<file path="src/rtl/sat_counter.sv">
// rtl/sat_counter.sv - clearable incrementing counter that sticks at all-ones
module sat_counter #(
  parameter int W = 8
) (
  input  logic         clk,
  input  logic         rst_n,
  input  logic         clear,
  input  logic         inc,
  output logic [W-1:0] count
);

  // clear wins over inc; once all-ones the count no longer moves
  always_ff @(posedge clk or negedge rst_n) begin
    if (!rst_n) begin
      count <= '0;
    end else if (clear) begin
      count <= '0;
    end else if (inc && (count != '1)) begin
      count <= count + 1'b1;
    end
  end

endmodule

</file>
<file path="config.mk">
export PLATFORM = sky130hd
export DESIGN_NAME = sat_counter
export DESIGN_NICKNAME = d
export VERILOG_FILES = /design/src/rtl/sat_counter.sv
export SDC_FILE = /design/constraint.sdc
export NUM_CORES = 1
export LEC_CHECK = 0
export BUFFER_PORTS_ARGS = -buffer_cell sky130_fd_sc_hd__buf_2
export CAP_MARGIN = 25
export CORE_MARGIN = 3
export CORE_UTILIZATION = 30
export DETAILED_ROUTE_END_ITERATION = 6
export HOLD_SLACK_MARGIN = 0.12
export RECOVER_POWER = 100
export SETUP_SLACK_MARGIN = 0.4
export SLEW_MARGIN = 20
export SYNTH_ARGS = -nofsm -noshare
export SYNTH_HDL_FRONTEND = slang
export SYNTH_SLANG_ARGS = --single-unit
</file>
<file path="constraint.sdc">
create_clock -name clk -period 2 [get_ports clk]
set_clock_uncertainty 0.05 [all_clocks]
set_input_delay 0.1 -clock clk [delete_from_list [all_inputs] [get_ports clk]]
set_output_delay 0.1 -clock clk [all_outputs]
set_load 0.05 [all_outputs]
</file>
* Word level (Yosys, flattened, before mapping) *
Cells that the tools add are included.

storage, ports and cells
  register bits = 8
  bits of input ports = 4
  output and inout port bits = 8
  logic and storage cells = 7

operators by class
  $add $sub $neg = 1
  eq/ne operators = 1
  mux-type cells = 2
  reduce and logical (&&, ||, !) cells = 2

operators by type and width
  cell                                          count
  two-way mux 8 bit                             2
  adder 8 x 1 -> 8 bit, second input constant   1
  inequality test 8 bit, second input constant  1
  nonzero test 2 bit                            1
  logical AND 1 bit                             1

* Longest topological paths before layout *
Gate-level depths: netlist of run 1.

  word-level depth = 4
  mapped depth = 4
  gate-level depth less buffers = 4

* Worst setup path before layout of run 1 *
OpenSTA, ideal clock, no wires.

  path kind = reg2reg
  start = register count[0]
  end = register count[0]
  library setup time = 0.125 ns
  arrival = 1.734 ns
  required time = 1.825 ns
  slack = 0.091 ns
  stages on the path, launching flop included = 5
  buffers on the path = 0
  period minus slack after synthesis = 1.909 ns
  cell sequence = dfrtp_1 ha_1 and4_2 a21boi_1 mux2_2

between the ends
  longest elaborated chain between the ends = 3
  elaborated cells between the ends (all ways) = 6
  classes of those cells = 1 x add/sub; 1 x eq/ne; 2 x mux; 2 x reduce/logical

RTL lines
  item                                                                  line    RTL
  start, declared                                                       9       output logic [W-1:0] count
  start signal, assigned                                                19      count <= count + 1'b1;
  adder 8 x 1 -> 8 bit / inequality test 8 bit (equally long branches)  19, 18
  two-way mux 8 bit / logical AND 1 bit (equally long branches)         18      end else if (inc && (count != '1)) begin
  two-way mux 8 bit / nonzero test 2 bit (equally long branches)        --

Several ways; a longest one is shown, not always the timed one. The select of a mux whose other input is x is not followed.
A chain may end at the register's enable or synchronous reset.

* Worst setup path after layout of run 1 *
  start = register count[1]
  end = register count[0]

between the ends
  longest elaborated chain between the ends = 3

RTL lines
  item                                 line
  inequality test 8 bit                18
  logical AND 1 bit                    18
  nonzero test 2 bit (no source line)  --

Every way passes these cells.

==> metrics, run 1 <==
status=finished clean; Slew headroom=0.603; fin area=~570 sq um; Post-DP Area=553 sq um; unrepaired setup endpoints after global routing=false; Clock Root Buffer=clkbuf_4; cell leakage power=roughly 0.23 nW; Routed WL per cell=between 10 and 15 um; first-pass GRT wire length=between 1.5 and 2 mm; post-synth cell types=28; period utilization=0.823; Synth top area share=0.431; number of DRC markers in iteration 0=16; critical path peak fanout=7; GP Congestion=0.719; clk_lat worst skew=0.27 ns; largest cells by area after synthesis=dfrtp_1, mux2_2, nor3_1, nand2b_1, nor2b_1; Largest Register=count; most numerous cell in the Yosys netlist=dfrtp_1; sequential fraction of the synthesis area=0.431; final number of setup-violating endpoints=0; via count=~440; via density per instance=5.58; Cell Rows=13; Switching Share=0.283; maximum VDD drop=around 0.00022 V; Clk network pwr share=0.393; Setup Total Neg Slack=0 ns; Cell Int Power=258 uW; area grow syn2layout=22.6%; io pins=12; PwrDens=633 mW/mm^2; Mapped Cells=49; CP Class=flop to flop; antenna violations before repair=0; share of post-route cells with drive strength above 1=0.141; die area=~0.0021 sq mm; H-tree levels=1; clock slew at the register clock pins of the worst setup and hold paths=0.06 ns; mean post-synth cell area=9.47 sq um; max FFs per register=8; die outline height=45.3 um; largest net degree at the start of global routing=12; async set-reset flop share out of synthesis=1.00; worst slew pin tran=0.598 ns; Worst EP required=2.10 ns; number of max-cap violations=0; vias in the first global route=387; Sw Pwr=102 uW; clock sink count=8; biggest regs=count (8); leading cell types by count after synthesis=dfrtp_1, nor3_1, a21oi_1, nand2b_1, nor2b_1; gr usage total=0.125; Hold Path Class=input port to flop; number of flops mapped to enable cells by yosys=0; total grt overflow=0; DIE WIDTH=approximately 45 um; Synthesized Nets=54; CTS Buffer Depth=2; combinational power share=0.128; crit start category=flop; post-cts repair resize count=0; Syn Std Cell Area=464 sq um; Max Slew Vio Count=0; Num CTS Buffers=3; CTS tree=done; I/O Buffers=11; Crit. End Element=flop; synthesized flop and latch total=8; top_reg_cell synth=dfrtp_1; FMAX=607 MHz; Synth area leader=dfrtp_1; Tmin final=1.65 ns; Post-CTS Setup Repair Bufs=0; Initial Utilization=0.336; nets=70; Ys Warns=0; core region area=0.00138 sq mm; Final Hold Fails=0; arrival time of the worst setup path=1.75 ns; Ant. Diodes=0; Flop pwr share=0.478; Final ANT Viol Nets=0; Routed WL=1.09 mm; Initial DRT Pass Iterations=4; DRC viols=0
## per-stage QoR
stage	utilization	setup WS (ns)	hold slack [ns]	total power, mW	cells
floorplan	-	0.404	-0.246	0.209	49
global placement	0.400	0.509	-0.0904	0.223	73
detailed placement	0.400	0.485	-0.0894	0.224	73
CTS	0.433	0.463	0.163	0.371	79
global route	0.412	0.260	0.201	0.376	79
finish	0.412	0.354	0.179	0.360	79
## final timing paths
| path | slack [ns] | cells past startpoint | startpoint | end |
|---|---|---|---|---|
| min | 0.18 | 3 | inc | count[2] |
| min in group asynchronous | 0.24 | 2 | rst_n | count[2] |
| max in group asynchronous | 1.33 | 2 | rst_n | count[0] |
| max reg2reg | 0.35 | 4 | count[1] | count[0] |
| min reg2reg | 0.54 | 2 | count[7] | count[7] |
| max | 0.35 | 4 | count[1] | count[0] |
## placed cells by master, fill, tap and decap left out, drive strengths merged, types with 2 or more instances in the layout
master and n:
nor2 2, buf 2, nand2 2, clkbuf 13, inv 2, a21oi 3
nor3 4, mux2 2, nor2b 3, dfrtp 8, nand3 3, dlygate4sd3 2
nand2b 3, and4 2
## critical path, cell delays in order (launching register included)
cell	delay [ns]
dfrtp_1	0.43
ha_1	0.30
and4_4	0.24
a21boi_2	0.20
mux2_4	0.31
## area by class of cell
| type | count | area, sq um |
|---|---|---|
| flip-flops and latches | 8 | 201 |
| inverters | 2 | 7.51 |
| repair buffers | 13 | 63.8 |
| clock buffers | 4 | 26.3 |
| well taps | 15 | 18.8 |
| fillers | 144 | 813 |
| multi-input cells | 37 | 251 |
## routing by layer
| metal | vias to the layer above | wire (um) | global-route usage |
|---|---|---|---|
| met2 | 18 | 495 | 0.192 |
| li1 | 211 | - | - |
| met5 | - | 0 | 0 |
| met4 | 0 | 17 | 0.0702 |
| met1 | 208 | 494 | 0.140 |
| met3 | 4 | 81 | 0.0598 |
## repair_timing
action                                  4_1_cts  5_1_grt
endpoints found under the hold margin        13        0
endpoints found under the setup margin        0        0
hold buffers                                  2        0
## cells by family after synthesis
kind of cell	synth area share
compound gates	0.127
fa+ha+maj	0.0269
simple gates	0.310
flops	0.431
mux	0.0701
buf+inv	0.0350
## power by group through the flow
stage	registers (mW)	logic (mW)	clock network [mW]
floorplan	0.190	0.0196	0
global placement	0.176	0.0472	0
detailed placement	0.177	0.0474	0
CTS	0.174	0.0506	0.146
global route	0.173	0.0505	0.152
finish	0.172	0.0462	0.142
No activity file was read; power rests on OpenSTA's default activity.
==> run 2, diff against run 1 <==
==> constraint.sdc (replaced) <==
create_clock -name clk -period 1.6 [get_ports clk]
set_clock_uncertainty 0.05 [all_clocks]
set_input_delay 0.08 -clock clk [delete_from_list [all_inputs] [get_ports clk]]
set_output_delay 0.08 -clock clk [all_outputs]
set_load 0.05 [all_outputs]
==> run 2 against run 1 <==
Maximum frequency rose by 12%. Via count grew 6.1%. Worst setup slack lost 0.23 ns. Design area increased by 20%. Core utilization is 8.2 points higher. Sequential power increased by 23%. Highest routed layer unchanged. Cell count grew 8.9%.
==> metrics, run 2 (synthesis results as in run 1) <==
status=finished clean (unchanged); CTS Buffer Depth=2 (unchanged); gr usage total=0.125 (about the same); Largest Register=count (unchanged); largest net degree at the start of global routing=12 (unchanged); number of DRC markers in iteration 0=7 (was 16); CP Class=flop to flop (unchanged); Cell Rows=13 (unchanged); I/O Buffers=11 (unchanged); number of max-cap violations=0 (unchanged); period utilization=0.920 (was 0.823); via density per instance=5.44 (was 5.58); Max Slew Vio Count=0 (unchanged); critical path peak fanout=5 (was 7); FMAX=679 MHz (was 607 MHz); endpoint of the worst hold path=count[2] (unchanged); crit path launch=count[0] (was count[1]); nets=77 (was 70); most frequent cells in the layout=clkbuf_1, dfrtp_2, buf_4 (was clkbuf_1, dfrtp_1, nor3_1); worst-case reg-to-reg path depth=5 (was 4); Final Hold Fails=0 (unchanged); die outline height=45.3 um (unchanged); Finished Core Util=0.494 (was 0.412); max FFs per register=8 (unchanged); hold_sp=inc (unchanged); WHS=0.180 ns (was 0.179 ns); biggest regs=count (8) (unchanged); crit start category=flop (unchanged); die area=0.00206 sq mm (unchanged); Slew headroom=0.605 (was 0.603); Crit. End Element=flop (unchanged); total grt overflow=0 (unchanged); Num CTS Buffers=3 (unchanged); DIE WIDTH=45.3 um (unchanged); first-pass GRT wire length=1.79 mm (was 1.75 mm); overall power=458 uW (was 360 uW); DRC viols=0 (unchanged); area grow syn2layout=47.2% (was 22.6%); via count=468 (was 441); antenna violations before repair=0 (unchanged); FF-to-FF End=count[5] (was count[0]); Routed WL per cell=13.9 um (was 13.8 um); reg2reg setup slack=0.13 ns (was 0.35 ns); Setup Total Neg Slack=0 ns (unchanged); fin area=683 sq um (was 569 sq um); Post-DP Area=559 sq um (was 553 sq um); Multi-input gate area=302 sq um (was 251 sq um); share of post-route cells with drive strength above 1=0.408 (was 0.141); Ant. Diodes=0 (unchanged); Hold Path Class=input port to flop (unchanged); Tmin final=1.47 ns (was 1.65 ns); vias in the first global route=422 (was 387); io pins=12 (unchanged); final number of setup-violating endpoints=0 (unchanged); GP Congestion=0.721 (was 0.719); clock sink count=8 (unchanged); maximum VDD drop=0.000543 V (was 0.000219 V); register area=209 sq um (was 201 sq um); clk_lat worst skew=0.26 ns (was 0.27 ns); cell leakage power=0.260 nW (was 0.232 nW); worst slew pin tran=0.595 ns (was 0.598 ns); PwrDens=671 mW/mm^2 (was 633 mW/mm^2); fill count=140 (was 144); worst r2r src=count[0] (was count[1]); Final ANT Viol Nets=0 (unchanged); CTS tree=done (unchanged); Worst EP required=1.68 ns (was 2.10 ns); Initial Utilization=0.336 (unchanged); Initial DRT Pass Iterations=4 (unchanged); Clock Root Buffer=clkbuf_4 (unchanged); unrepaired setup endpoints after global routing=true (was false); Routed WL=1.19 mm (was 1.09 mm); Post-DP HPWL=724 um; WHS Path Cells=3 (unchanged); core region area=0.00138 sq mm (unchanged); clock slew at the register clock pins of the worst setup and hold paths=0.06 ns (about the same); arrival time of the worst setup path=1.55 ns (was 1.75 ns); H-tree levels=1 (unchanged); commonest non-fill, non-tap cell in the layout=clkbuf_1 (unchanged)
run 2: cell count changes in the layout (fill, tap and decap cells not counted), sizes merged:
cell / change
clkbuf: +1
buf: +6
run 2: worst max-delay path: stages, from the launching register on:
cell	delay (ns)
dfrtp_2	0.40
ha_1	0.22
clkbuf_4	0.14
buf_6	0.12
a2111oi_2	0.33
nor3b_2	0.08
run 2: power by group:
part | total (mW) | switching [mW] | internal, mW
sequential | 0.212 | 0.00391 | 0.208
combinational | 0.0776 | 0.0488 | 0.0289
clock | 0.169 | 0.0728 | 0.0957
run 2: timing repair:
item                       4_1_cts  5_1_grt
hold endpoints to repair        13        0
setup endpoints to repair        7        9
pin swaps                        5        3
gates resized for setup         10        5
buffers inserted                 6        1
hold buffers                     2        0
run 2: layout make-up:
type	instances	share of cell area
Inverter	2	0.0110
Sequential cell	8	0.306
Tap cell	15	0.0275
Multi-Input combinational cell	37	0.441
Timing Repair Buffer	20	0.176
Clock buffer	4	0.0385
run 2: worst max path at each step:
stage / slack [ns] / to / cells past startpoint
floorplan: 0.004 / count[0] / 4
global placement: 0.11 / count[0] / 4
detailed placement: 0.08 / count[0] / 4
CTS: 0.18 / count[3] / 4
global route: 0.1 / count[5] / 5
finish: 0.13 / count[5] / 5
run 2: layer usage:
metal	global-route usage	routed length, um
met3	0.0598	78
met2	0.206	580
met1	0.143	524
met5	0	0
met4	0.0351	10
run 2: metrics by stage:
| step | setup slack, ns | cells |
|---|---|---|
| 6_report | 0.128 | 86 |
| 5_1_grt | 0.0956 | 86 |
| 4_1_cts | 0.181 | 85 |
| 3_5_place_dp | 0.0841 | 73 |
| 3_3_place_gp | 0.109 | 73 |
| 2_1_floorplan | 0.00387 | 49 |
